==> src/rtl/uartrx_fifo_if.sv <==
// Bus bundle between uartrx_fifo and its environment: the uartrx byte handshake
// on one side and the CPU-facing read/status port on the other.
interface uartrx_fifo_if #(
  parameter int Depth         = 16,
  parameter int CountBitWidth = $clog2(Depth) + 1
);
  logic [7:0]               uartrx_data;
  logic                     uartrx_data_ready;
  logic                     uartrx_go;
  logic                     rd_en;
  logic [31:0]              rd_data;
  logic [CountBitWidth-1:0] count;
  logic                     empty;
  logic                     full;
  logic                     overflow;
  logic                     clr_overflow;

  modport master (
    output uartrx_data, uartrx_data_ready, rd_en, clr_overflow,
    input  uartrx_go, rd_data, count, empty, full, overflow
  );

  modport slave (
    input  uartrx_data, uartrx_data_ready, rd_en, clr_overflow,
    output uartrx_go, rd_data, count, empty, full, overflow
  );
endinterface

==> src/rtl/uartrx_fifo.sv <==
// Receive byte FIFO that autonomously acknowledges uartrx and presents the head
// byte in UART-in register format (zero-extended byte, or all ones when empty).
module uartrx_fifo #(
  parameter int Depth         = 16,
  parameter int CountBitWidth = $clog2(Depth) + 1
) (
  input logic           clk,
  input logic           rst_n,
  uartrx_fifo_if.slave  bus
);
  localparam int PtrBitWidth = $clog2(Depth);

  typedef enum logic {
    RECV = 1'b0,
    ACK  = 1'b1
  } state_t;

  state_t                   state_q, state_d;
  logic [PtrBitWidth-1:0]   wp_q, wp_d;
  logic [PtrBitWidth-1:0]   rp_q, rp_d;
  logic [CountBitWidth-1:0] count_q, count_d;
  logic                     overflow_q, overflow_d;
  logic [7:0]               mem_q [Depth];

  logic empty;
  logic full;
  logic pop;
  logic push;
  logic drop;

  assign empty = (count_q == '0);
  assign full  = (count_q == CountBitWidth'(Depth));

  always_comb begin
    state_d    = state_q;
    push       = 1'b0;
    drop       = 1'b0;
    pop        = bus.rd_en && !empty;
    // data_ready is only looked at in RECV, so a held byte is taken exactly once
    case (state_q)
      RECV: begin
        if (bus.uartrx_data_ready) begin
          if (!full || pop) push = 1'b1;
          else              drop = 1'b1;
          state_d = ACK;
        end
      end
      ACK: begin
        if (!bus.uartrx_data_ready) state_d = RECV;
      end
      default: state_d = RECV;
    endcase

    wp_d = push ? wp_q + 1'b1 : wp_q;
    rp_d = pop  ? rp_q + 1'b1 : rp_q;

    case ({push, pop})
      2'b10:   count_d = count_q + 1'b1;
      2'b01:   count_d = count_q - 1'b1;
      default: count_d = count_q;
    endcase

    // a drop in the same cycle as a clear must leave the flag set
    if (drop)                  overflow_d = 1'b1;
    else if (bus.clr_overflow) overflow_d = 1'b0;
    else                       overflow_d = overflow_q;
  end

  always_ff @(posedge clk or negedge rst_n) begin
    if (!rst_n) begin
      state_q    <= RECV;
      wp_q       <= '0;
      rp_q       <= '0;
      count_q    <= '0;
      overflow_q <= 1'b0;
    end else begin
      state_q    <= state_d;
      wp_q       <= wp_d;
      rp_q       <= rp_d;
      count_q    <= count_d;
      overflow_q <= overflow_d;
    end
  end

  always_ff @(posedge clk) begin
    if (push) mem_q[wp_q] <= bus.uartrx_data;
  end

  assign bus.uartrx_go = (state_q == RECV);
  assign bus.rd_data   = empty ? 32'hffff_ffff : {24'h0, mem_q[rp_q]};
  assign bus.count     = count_q;
  assign bus.empty     = empty;
  assign bus.full      = full;
  assign bus.overflow  = overflow_q;
endmodule
==> src/flat_wrapper.sv <==
// flat-port wrapper written by rule: the top's interface ports become plain ports
module uartrx_fifo_flat 
#(
  parameter int Depth         = 16,
  parameter int CountBitWidth = $clog2(Depth) + 1
)
  (clk, rst_n, bus_uartrx_data, bus_uartrx_data_ready, bus_rd_en, bus_clr_overflow, bus_uartrx_go, bus_rd_data, bus_count, bus_empty, bus_full, bus_overflow);
  uartrx_fifo_if #(.Depth(Depth), .CountBitWidth(CountBitWidth)) bus_i ();
  input logic clk;
  input logic rst_n;
  input wire logic [$bits(bus_i.uartrx_data)-1:0] bus_uartrx_data;
  input wire logic [$bits(bus_i.uartrx_data_ready)-1:0] bus_uartrx_data_ready;
  input wire logic [$bits(bus_i.rd_en)-1:0] bus_rd_en;
  input wire logic [$bits(bus_i.clr_overflow)-1:0] bus_clr_overflow;
  output wire logic [$bits(bus_i.uartrx_go)-1:0] bus_uartrx_go;
  output wire logic [$bits(bus_i.rd_data)-1:0] bus_rd_data;
  output wire logic [$bits(bus_i.count)-1:0] bus_count;
  output wire logic [$bits(bus_i.empty)-1:0] bus_empty;
  output wire logic [$bits(bus_i.full)-1:0] bus_full;
  output wire logic [$bits(bus_i.overflow)-1:0] bus_overflow;
  assign bus_i.uartrx_data = bus_uartrx_data;
  assign bus_i.uartrx_data_ready = bus_uartrx_data_ready;
  assign bus_i.rd_en = bus_rd_en;
  assign bus_i.clr_overflow = bus_clr_overflow;
  assign bus_uartrx_go = bus_i.uartrx_go;
  assign bus_rd_data = bus_i.rd_data;
  assign bus_count = bus_i.count;
  assign bus_empty = bus_i.empty;
  assign bus_full = bus_i.full;
  assign bus_overflow = bus_i.overflow;
  uartrx_fifo #(.Depth(Depth), .CountBitWidth(CountBitWidth)) u_core (.clk(clk), .rst_n(rst_n), .bus(bus_i));
endmodule
==> config.mk <==
export PLATFORM = sky130hd
export DESIGN_NAME = uartrx_fifo_flat
export DESIGN_NICKNAME = d
export VERILOG_FILES = /design/src/rtl/uartrx_fifo_if.sv /design/src/rtl/uartrx_fifo.sv /design/src/flat_wrapper.sv
export SDC_FILE = /design/constraint.sdc
export NUM_CORES = 1
export LEC_CHECK = 0
export ABC_AREA = 1
export CORE_ASPECT_RATIO = 2
export CORE_MARGIN = 3
export CORE_UTILIZATION = 37
export CTS_BUF_LIST = sky130_fd_sc_hd__clkbuf_4 sky130_fd_sc_hd__clkbuf_8
export DETAILED_ROUTE_END_ITERATION = 7
export DONT_BUFFER_PORTS = 1
export GPL_ROUTABILITY_DRIVEN = 0
export GPL_TIMING_DRIVEN = 0
export SLEW_MARGIN = 0
export SYNTH_ARGS = -nofsm -noshare
export SYNTH_HDL_FRONTEND = slang
export SYNTH_SLANG_ARGS = --single-unit
export TNS_END_PERCENT = 20
==> constraint.sdc <==
create_clock -name clk -period 3.4 [get_ports clk]
set_input_delay 1.02 -clock clk [delete_from_list [all_inputs] [get_ports clk]]
set_output_delay 1.02 -clock clk [all_outputs]
set_load 0.01 [all_outputs]
* Word-level counts from Yosys, hierarchy flattened *
Memory sizes are Yosys's and may differ from the RTL's.
Index checks and enable logic that the tools add are counted.

operators by class
  multiplexer cells = 13
  equal/unequal tests = 3
  bitwise logic cells = 1
  add/subtract/negate cells = 4
  reductions and logical operators = 7

operator list
  kind                   number
  $mux W32               1
  $mux W1                11
  $pmux W5 S2            1
  $add A4 B1 Y4 const B  2
  $add A5 B1 Y5 const B  1
  $eq A5 B5 Y1 const B   1
  $logic_not A5 Y1       1
  $sub A5 B1 Y5 const B  1
  $reduce_bool A2 Y1     2
  $eq A2 B1 Y1 const B   1
  $eq A2 B2 Y1 const B   1
  $logic_not A1 Y1       2
  $logic_and A1 B1 Y1    1
  $logic_or A1 B1 Y1     1
  $not A1 Y1             1

storage, ports and cells
  output and inout bits = 41
  input port bits = 13
  word-level logic and storage cells = 34
  register bits after elaboration = 15
  memories kept = 1
  RAM bits = 128

memory list
  memory        words  width  rd ports  clocked after memory_dff  write ports  line               source
  u_core.mem_q  16     8      1         0                         1            uartrx_fifo.sv:23  logic [7:0] mem_q [Depth];

* Depth between registers and ports, before layout *
Gate-level depths: netlist of the first run.

  depth in word-level cells = 9
  mapped depth = 19
  mapped depth without buffers = 18

* Worst setup path before layout of the first run *
Ideal clock, no wire load.

  kind = input port to flip-flop
  from = input bus_uartrx_data_ready
  to = register u_core.count_q[4] (netlist: u_core.bus.count[4])
  required time = 3.283 ns
  arrival time = 2.390 ns
  stages on the path = 13
  path slack = 0.894 ns
  cells stage by stage = nand2_1 inv_1 nand2_4 buf_6 ha_1 ha_1 inv_1 o21bai_1 inv_1 nand3b_1 nand2_1 nand2_1 nand2_1

on the way
  cells in the longest elaborated chain, start to end = 4
  elaborated cells on any way between the ends = 6

ends and longest elaborated chain
  what                                                      line                source
  start, declared                                           flat_wrapper.sv:12  input wire logic [$bits(bus_i.uartrx_data_ready)-1:0] bus_uartrx_data_ready;
  $mux W1 (*)                                               uartrx_fifo.sv:42   if (bus.uartrx_data_ready) begin
  $mux W1 (*)                                               uartrx_fifo.sv:40   case (state_q)
  $eq A2 B1 Y1 / $eq A2 B2 Y1 (equally long branches)       uartrx_fifo.sv:57   case ({push, pop})
  $pmux W5 S2 / $reduce_bool A2 Y1 (equally long branches)  -
  end signal, assigned                                      uartrx_fifo.sv:80   count_q <= count_d;
  end, declared                                             uartrx_fifo.sv:21   logic [CountBitWidth-1:0] count_q, count_d;

Every way passes the cells marked *; elsewhere a longest branch is shown, timed or not.
A chain may end at the register's enable or synchronous reset.

* Final worst setup path of the first run *
  from = register u_core.count_q[0] (netlist: u_core.bus.count[0])
  to = output bus_rd_data[8]

on the way
  cells in the longest elaborated chain, start to end = 2

ends and longest elaborated chain
  what                 line                source
  $logic_not A5 Y1     uartrx_fifo.sv:31   assign empty = (count_q == '0);
  named net bus_empty  flat_wrapper.sv:18  output wire logic [$bits(bus_i.empty)-1:0] bus_empty;
  $mux W32             uartrx_fifo.sv:90   assign bus.rd_data = empty ? 32'hffff_ffff : {24'h0, mem_q[rp_q]};
  end, declared        flat_wrapper.sv:16  output wire logic [$bits(bus_i.rd_data)-1:0] bus_rd_data;

The timed path passes the listed nets, and every way through them passes these cells.

==> out/qor.yml, run 1 <==
timing:
  maxSlewViolCount: 0
  fin_crit_ns: 3.16
  rsz0062_at_grt: "false"
  setup_tns_ns: 0
  finalCritPeriodShare: 0.929
  fmax_mhz: 317
  slew_headroom: 0.0800
  setup_violations: 0
  hold_viol_final: 0
  tightestPinTransition_ns: 1.37
  clock_skew_ns: 0.0113
clock_network:
  cts_made_buffers: 17
  clk_pin_slew_worst_paths_ns: 0.08
  ctsResizeCount: 0
  clockBufferDepth: 2
  clock_latency_ns: 0.45
  cts_tree: "built"
  clock-sinks: 143
  cts_setup_buffers: 0
  cts-hold-fix-buffers: 0
  cts-root-buf: "clkbuf_8"
  h-tree-depth: 4
pwr:
  pwr-share-clk: 0.240
  ir_drop_uv: 401
  powerDensity_nw_per_um2: 818
  swShare: 0.394
  p_seq_frac: 0.375
  p_sw_w: 0.00228
  pwr-share-comb: 0.385
  p_int_w: 0.00351
  leakagePower_nw: 2.76
die:
  io_pins: 54
  fp.dieH_um: 192
  die_w_um: 99.0
  initial_core_util: 0.380
  rows: 67
  fp.coreArea_um2: 16800
  die_area_um2: 19000
worst_setup_path:
  rrSetupSlack_ns: 0.74
  cp.required_ns: 2.38
  crit_chain: "nor2_4 > nand4_4 > inv_1 > buf_4"
  ff2ff_path_depth: 7
  worstReg2RegStart: "u_core.bus.count[1]"
  start_kind: "register"
  end_kind: "output pin"
  critPathKind: "reg -> out"
  reg2reg_to: "u_core.mem_q[6][1]"
  cpPeakStageDelay_ns: 0.57
  crit_path_max_fanout: 25
  cpMaxStageDelayCell: "inv_1"
  worstPathArrival_ns: 2.14
logic_synthesis:
  post-synth-top-count-cell: "nand2_1"
  synth_seq_cells: 143
  synth_nets: 617
  yosysTopAreaCellShare: 0.601
  yosysWarnings: 0
  async_reset_ff_frac: 0.105
  yosysTopAreaCell: "edfxtp_1"
  ys_seq_area_frac: 0.659
  synth_common_cells: "nand2_1 (160), edfxtp_1 (128), nand3_1 (66)"
  yosysUniqueCellTypes: 26
  syn_inst: 595
  ys.flop_type: "edfxtp_1"
  synthTopCellsByArea: "edfxtp_1 (60%), nand2_1 (9.4%), dfrtp_1 (5.9%)"
  synth_edf_count: 128
  netlist_area_um2: 6400
  avgSynthCellArea_um2: 10.8
flow_run:
  cap_violations: 0
grt:
  grt_pass1_vias: 4269
  grt_start_max_net_pins: 26
  grt_pass1_wl_mm: 23.8
  antenna_found_initial: 0
  grt_use_total: 0.172
  gr-total-overflow: 0
final_layout:
  drive_gt1_frac: 0.145
  layout.core_utilization: 0.420
  antenna_cells: 0
  area_delta_synth_final_pct: 10.6
  nets: 636
route:
  dr_total_vias: 4179
  postRouteAntennaNets: 0
  drt_iter0_markers: 223
  routedWlPerCell_um: 18.6
  wl_mm: 15.5
  drtPass1Iterations: 5
  vias_per_cell: 5.01
  drc_errors: 0
status:
  status: "complete, no violations"
placed_design:
  portBuffers: 0
  dpl.hpwl_mm: 11.3
hold_path:
  hold_path.class: "in -> async"
==> placed cells by master (no fill, tap or decap), drive strengths merged <==
cell and instances:
nand2 166, edfxtp 128, nand3 66, nor2 66, buf 48, o21ai 38, inv 26, clkbuf 21
nor3 16, dfrtp 15, ha 9, clkinv 8, xor2 4, clkinvlp 4, xnor2 3, bufinv 3
a21oi 2, nand4 1, o22ai 1, o21bai 1, nand3b 1
==> state kept, by name (all words and copies together), names as in the netlist <==
name                 count
u_core.state_q           1
u_core.bus.count         5
u_core.wp_q              4
u_core.bus.overflow      1
u_core.mem_q           128
u_core.rp_q              4
==> critical path, delay by kind of cell, from the launching register on <==
kind	cells	cell delay, ns
flip-flops	1	0.49
AND/OR/NAND/NOR	2	0.38
buffers and inverters	2	0.81
==> cell families after synthesis <==
logic type | Yosys count | synth area share
AOI/OAI and AO/OA | 42 | 0.0334
xor gates and xnor gates | 7 | 0.00958
adders and majority gates | 9 | 0.0176
buffers and inverters | 78 | 0.0682
DFF | 143 | 0.659
and+or+nand+nor | 316 | 0.212
==> power by group through the flow <==
stage | sequential (W) | clock, W | combinational [W]
floorplan | 0.00218 | 0 | 0.00164
global placement | 0.00220 | 0 | 0.00220
detailed placement | 0.00221 | 0 | 0.00222
CTS | 0.00217 | 0.00142 | 0.00223
global route | 0.00219 | 0.00150 | 0.00249
finish | 0.00217 | 0.00139 | 0.00223
==> how the worst max path moves through the flow <==
stage | startpoint | end | slack [ns] | cells past startpoint
6_report | u_core.bus.count[0] | bus_rd_data[8] | 0.24 | 4
5_1_grt | u_core.bus.count[1] | bus_rd_data[8] | 0.07 | 4
4_1_cts | u_core.bus.count[0] | bus_rd_data[8] | 0.18 | 4
3_5_place_dp | bus_uartrx_data_ready | u_core.mem_q[0][0] | 0.48 | 5
3_3_place_gp | bus_uartrx_data_ready | u_core.mem_q[11][5] | 0.54 | 5
2_1_floorplan | bus_uartrx_data_ready | u_core.bus.count[4] | 0.89 | 13
==> through the flow <==
| step | hold slack (ns) | instances | area (µm²) | setup slack, ns | total power (W) |
|---|---|---|---|---|---|
| floorplan | 0.494 | 595 | 6400 | 0.894 | 0.00382 |
| global placement | 0.518 | 802 | 6660 | 0.536 | 0.00440 |
| detailed placement | 0.517 | 802 | 6660 | 0.482 | 0.00443 |
| CTS | 0.225 | 834 | 7070 | 0.185 | 0.00582 |
| global route | 0.221 | 834 | 7080 | 0.0686 | 0.00617 |
| finish | 0.254 | 834 | 7080 | 0.242 | 0.00579 |
==> final cells by class <==
type                            instances  area, µm²
Fill cell                            1559       9770
Sequential cell                       143       4220
Multi-Input combinational cell        374       1750
Buffer                                 51        335
Tap cell                              207        259
Clock buffer                           18        248
Clock inverter                         14        166
Inverter                               27        101
==> metal layers <==
layer	vias up	track usage	routed length (µm)
met5	-	0	0
met4	0	0.108	841
met3	51	0.0342	733
met2	143	0.324	8650
met1	1959	0.165	5290
li1	2026	-	-
(Power assumes the default switching activity.)
==> run 2: changes to the inputs <==
--- a/config.mk
+++ b/config.mk
@@ -10,10 +10,12 @@
 export CORE_MARGIN = 3
 export CORE_UTILIZATION = 37
 export CTS_BUF_LIST = sky130_fd_sc_hd__clkbuf_4 sky130_fd_sc_hd__clkbuf_8
+export CTS_CLUSTER_SIZE = 24
 export DETAILED_ROUTE_END_ITERATION = 7
 export DONT_BUFFER_PORTS = 1
 export GPL_ROUTABILITY_DRIVEN = 0
 export GPL_TIMING_DRIVEN = 0
+export PLACE_DENSITY_LB_ADDON = 0.2
 export SLEW_MARGIN = 0
 export SYNTH_ARGS = -nofsm -noshare
 export SYNTH_HDL_FRONTEND = slang
==> run 2 against run 1 <==
Global-route usage increased by 0.40 points. Design area hardly changed. Combinational power barely moved. Clock power shrank 4%. Core utilization about the same. Sequential cell count is the same. Fmax is 0.15% higher. Critical path depth unchanged. Worst hold slack improved by 0.0075 ns. Register-to-register slack worse by 0.02 ns. Clock skew about the same. Highest routed layer unchanged.
==> out/qor.yml, run 2 (same netlist as run 1, synthesis figures left out) <==
pwr:
  leakagePower_nw: 2.75  # -0.35%
  ir_drop_uv: 465  # +16%
  powerDensity_nw_per_um2: 815  # -0.42%
  power_w: 0.00576  # -0.44%
worst_setup_path:
  end_kind: "output pin"
  worstPathArrival_ns: 2.13  # about the same
  cp.required_ns: 2.38  # about the same
  start_kind: "register"
  critPathKind: "reg -> out"
  crit_path_max_fanout: 25  # unchanged
timing:
  fin_crit_ns: 3.15  # -0.00469 ns
  slew_headroom: 0.126  # +0.0465
  clock_skew_ns: 0.0117  # +0.000348 ns
  hold_viol_final: 0  # unchanged
  hold_slack_ns: 0.262  # +0.00750 ns
  finalCritPeriodShare: 0.928  # -0.00138
  setup_violations: 0  # unchanged
  tightestPinTransition_ns: 1.30  # -0.0692 ns
  maxSlewViolCount: 0  # unchanged
  fmax_mhz: 317  # +0.15%
  setup_tns_ns: 0  # unchanged
  rsz0062_at_grt: "false"
clock_network:
  clock_latency_ns: 0.44  # about the same
  clockBufferDepth: 2  # unchanged
  cts_tree: "built"
  cts_setup_buffers: 0  # unchanged
  clock-sinks: 143  # unchanged
  h-tree-depth: 4  # unchanged
  cts-hold-fix-buffers: 0  # unchanged
  ctsResizeCount: 0  # unchanged
  cts_made_buffers: 17  # unchanged
  cts-root-buf: "clkbuf_8"
  clk_pin_slew_worst_paths_ns: 0.08  # about the same
final_layout:
  largest_register: "u_core.mem_q"
  largest_reg_flops: 128  # unchanged
  final_cell_mix: "nand2_1 (160), edfxtp_1 (128), nand3_1 (66)"
  area_delta_synth_final_pct: 10.6  # about the same
  drive_gt1_frac: 0.143  # -0.00182
  nets: 637  # +0.16%
  antenna_cells: 0  # unchanged
  mostFrequentLayoutCell: "nand2_1"
placed_design:
  portBuffers: 0  # unchanged
  dpl.hpwl_mm: 11.6  # +2.5%
grt:
  grt_use_total: 0.176  # +0.00399
  grt_pass1_vias: 4253  # -0.37%
  antenna_found_initial: 0  # unchanged
  grt_pass1_wl_mm: 24.0  # +0.75%
  grt_start_max_net_pins: 26  # unchanged
  gr-total-overflow: 0  # unchanged
die:
  die_w_um: 99.0  # unchanged
  io_pins: 54  # unchanged
  initial_core_util: 0.380  # unchanged
  die_area_um2: 19000  # unchanged
  fp.coreArea_um2: 16800  # unchanged
  rows: 67  # unchanged
  fp.dieH_um: 192  # unchanged
route:
  vias_per_cell: 4.98  # -0.65%
  postRouteAntennaNets: 0  # unchanged
  drc_errors: 0  # unchanged
  wl_mm: 16.0  # +3.2%
  drtPass1Iterations: 5  # unchanged
  dr_total_vias: 4157  # -0.53%
  drt_iter0_markers: 199  # -11%
  routedWlPerCell_um: 19.2  # +3.0%
flow_run:
  cap_violations: 0  # unchanged
status:
  status: "complete, no violations"
hold_path:
  hold_path.class: "in -> async"
-- run 2: critical path, stage by stage (launching register included) --
cell	delay, ns
dfrtp_1	0.50
nor2_4	0.18
nand4_4	0.21
inv_1	0.56
buf_4	0.24
-- run 2: routing by layer --
metal / GRT usage / up-vias / routed length (µm)
met3: 0.0389 / 36 / 731
met4: 0.104 / 0 / 801
met1: 0.170 / 1962 / 5620
met5: 0 / - / 0
li1: - / 2026 / -
met2: 0.331 / 133 / 8860
-- run 2: stage by stage --
| stage | cells | setup WS [ns] | area, µm² | util |
|---|---|---|---|---|
| global placement | 802 | 0.460 | 6660 | 0.395 |
| floorplan | 595 | 0.894 | 6400 | - |
| detailed placement | 802 | 0.356 | 6660 | 0.395 |
| CTS | 834 | 0.178 | 7050 | 0.418 |
| finish | 835 | 0.246 | 7080 | 0.420 |
| global route | 835 | 0.0851 | 7080 | 0.420 |
-- run 2: final timing paths --
kind	from	end	slack (ns)	cells after the start
max in group asynchronous	rst_n	u_core.rp_q[3]	3.07	0
min in group clk	u_core.wp_q[3]	u_core.wp_q[3]	0.54	2
hold / removal	rst_n	u_core.bus.count[3]	0.26	0
setup / recovery	u_core.bus.count[0]	bus_rd_data[9]	0.25	4
setup reg to reg	u_core.bus.count[0]	u_core.bus.count[4]	0.72	19
hold reg to reg	u_core.wp_q[3]	u_core.wp_q[3]	0.54	2
-- run 2: final cells by class --
cell class / count / area (µm²)
Buffer: 51 / 335
Clock buffer: 18 / 241
Clock inverter: 14 / 149
Fill cell: 1614 / 9770
Inverter: 27 / 101
Multi-Input combinational cell: 374 / 1760
Sequential cell: 143 / 4220
Tap cell: 207 / 259
Timing Repair Buffer: 1 / 7.51
-- run 2: where the power goes --
part / internal (W) / switching, W
logic: 0.000718 / 0.00154
clock network: 0.000716 / 0.000618
registers: 0.00205 / 0.000115
==> run 3: changes to the inputs <==
--- a/config.mk
+++ b/config.mk
@@ -12,7 +12,6 @@
 export CTS_BUF_LIST = sky130_fd_sc_hd__clkbuf_4 sky130_fd_sc_hd__clkbuf_8
 export CTS_CLUSTER_SIZE = 24
 export DETAILED_ROUTE_END_ITERATION = 7
-export DONT_BUFFER_PORTS = 1
 export GPL_ROUTABILITY_DRIVEN = 0
 export GPL_TIMING_DRIVEN = 0
 export PLACE_DENSITY_LB_ADDON = 0.2
==> run 3 against run 2 <==
The flow now finishes with violations (negative setup slack). Largest power group unchanged. Worst setup slack worse by 0.30 ns. Clock skew rose by 0.0033 ns. Critical path depth increased by 6. Design area up 8.2%. Largest cell class unchanged. Critical path type unchanged. Clock-buffer cell count grew 2. Sequential power hardly changed. Core utilization grew 3.5 points. Worst hold slack better by 0.27 ns.
==> out/qor.yml, run 3 (same netlist as run 1, synthesis figures left out) <==
status:
  status: "finished with violations"
  violations: "negative setup slack"
placed_design:
  post-place-ws_ns: -0.144  # -0.499 ns
  dpl.hpwl_mm: 11.4  # -1.4%
  portBuffers: 53  # +53
final_layout:
  largest_register: "u_core.mem_q"
  area_delta_synth_final_pct: 19.7
  drive_gt1_frac: 0.178  # +0.0344
  largest_reg_flops: 128  # unchanged
  nets: 690  # +8.3%
  final_cell_mix: "nand2_1 (160), edfxtp_1 (128), nand3_1 (66)"
  antenna_cells: 0  # unchanged
  mostFrequentLayoutCell: "nand2_1"
timing:
  timing.final.ws_setup_ns: -0.0493  # -0.296 ns
  slew_headroom: 0.141  # +0.0145
  finalCritPeriodShare: 1.01  # +0.0869
  maxSlewViolCount: 0  # unchanged
  rsz0062_at_grt: "true"
  hold_viol_final: 0  # unchanged
  fin_crit_ns: 3.45  # +0.296 ns
  tightestPinTransition_ns: 1.28  # -0.0216 ns
  setup_violations: 1  # +1
  setup_tns_ns: -0.0493  # -0.0493 ns
  clock_skew_ns: 0.0150  # +0.00327 ns
  fmax_mhz: 290  # -8.6%
route:
  drc_errors: 0  # unchanged
  wl_mm: 15.9  # -0.70%
  routedWlPerCell_um: 17.9  # -6.6%
  postRouteAntennaNets: 0  # unchanged
  vias_per_cell: 4.96  # -0.36%
  dr_total_vias: 4405  # +6.0%
  drtPass1Iterations: 5  # unchanged
  drt_iter0_markers: 280  # +41%
pwr:
  leakagePower_nw: 3.04  # +11%
  ir_drop_uv: 475  # +2.1%
  powerDensity_nw_per_um2: 827  # +1.5%
clock_network:
  ctsResizeCount: 39  # +39
  cts_setup_buffers: 0  # unchanged
  clock_latency_ns: 0.46  # +0.02 ns
  cts-hold-fix-buffers: 0  # unchanged
  h-tree-depth: 4  # unchanged
  clk_pin_slew_worst_paths_ns: 0.08  # about the same
  cts_made_buffers: 17  # unchanged
  cts_tree: "built"
  clock-sinks: 143  # unchanged
  clockBufferDepth: 2  # unchanged
  cts-root-buf: "clkbuf_8"
worst_setup_path:
  end_kind: "output pin"
  start_kind: "register"
  critPathKind: "reg -> out"
  worstReg2RegStart: "u_core.bus.count[0]"
  worstPathArrival_ns: 2.43  # +0.30 ns
  cp.required_ns: 2.38  # about the same
  ff2ff_path_depth: 19  # unchanged
  crit_path_max_fanout: 10  # -60%
  rrSetupSlack_ns: 0.84  # +0.12 ns
  reg2reg_to: "u_core.bus.count[4]"
grt:
  grt_pass1_wl_mm: 25.1  # +4.5%
  gr-total-overflow: 0  # unchanged
  grt_use_total: 0.177  # +0.00108
  grt_start_max_net_pins: 26  # unchanged
  antenna_found_initial: 0  # unchanged
  grt_pass1_vias: 4568  # +7.4%
hold_path:
  hold_depth: 2
  worstHoldStart: "u_core.bus.overflow"
  hold_path.class: "reg -> reg"
  min_to: "u_core.bus.overflow"
die:
  io_pins: 54  # unchanged
  die_area_um2: 19000  # unchanged
  fp.dieH_um: 192  # unchanged
  fp.coreArea_um2: 16800  # unchanged
  rows: 67  # unchanged
  die_w_um: 99.0  # unchanged
  initial_core_util: 0.380  # unchanged
flow_run:
  cap_violations: 0  # unchanged
[run 3: cell count changes in the layout (fill, tap and decap cells not counted), moves of 3 or more]
cell             before  now
clkdlybuf4s50_1       0   29
buf_4                29   51
buf_2                16    6
clkinv_1              7    1
dlygate4sd2_1         0    5
buf_6                 2    6
clkinv_2              2    6
inv_1                23   20
[run 3: layout make-up]
cell class / instances / area (µm²)
buffer: 51 / 380
clock buffer: 20 / 263
clock inverter: 12 / 169
fill: 1614 / 9190
inverter: 27 / 106
multi-input combinational: 374 / 1770
sequential: 143 / 4220
tap: 207 / 259
timing repair buffer: 54 / 492
[run 3: layer usage]
layer  GRT usage  part of all wire  vias to the layer above
li1            -                 -                     2138
met1       0.189              0.38                     2086
met2       0.321              0.54                      148
met3      0.0331             0.045                       33
met4      0.0973             0.038                        0
met5           0                 0                        -
[run 3: worst max-delay path, stage by stage, from the launching register on]
cell	delay [ns]
dfrtp_1	0.42
inv_2	0.07
buf_4	0.19
buf_6	0.16
nand2_1	0.06
nand2_1	0.05
nand2_1	0.06
nand3_1	0.11
nand3_1	0.17
nand3_1	0.13
clkdlybuf4s50_1	0.55
[run 3: how the worst max path moves through the flow]
| stage | depth (start not counted) | start | slack, ns | to |
|---|---|---|---|---|
| after floorplan | 13 | bus_uartrx_data_ready | 0.89 | u_core.bus.count[4] |
| after global placement | 6 | bus_uartrx_data_ready | -0.03 | u_core.mem_q[9][7] |
| after detailed placement | 6 | bus_uartrx_data_ready | -0.14 | u_core.mem_q[9][3] |
| after CTS | 8 | u_core.rp_q[0] | -0.06 | bus_rd_data[2] |
| after global routing | 9 | u_core.rp_q[0] | -0.16 | bus_rd_data[2] |
| final | 10 | u_core.rp_q[0] | -0.05 | bus_rd_data[2] |
[run 3: report_power, final]
part           internal [W]  switching, W
Clock              0.000828      0.000635
Sequential          0.00206      0.000100
Combinational       0.00107       0.00164
Total               0.00395       0.00238
[run 3: stage by stage]
step | total power [W] | std cells | hold slack (ns) | util | area [µm²]
after floorplan | 0.00382 | 595 | 0.494 | - | 6400
after global placement | 0.00487 | 855 | 0.516 | 0.427 | 7190
after CTS | 0.00636 | 887 | 0.539 | 0.452 | 7620
after detailed placement | 0.00491 | 855 | 0.520 | 0.427 | 7190
final | 0.00633 | 888 | 0.536 | 0.455 | 7660
after global routing | 0.00676 | 888 | 0.596 | 0.455 | 7660
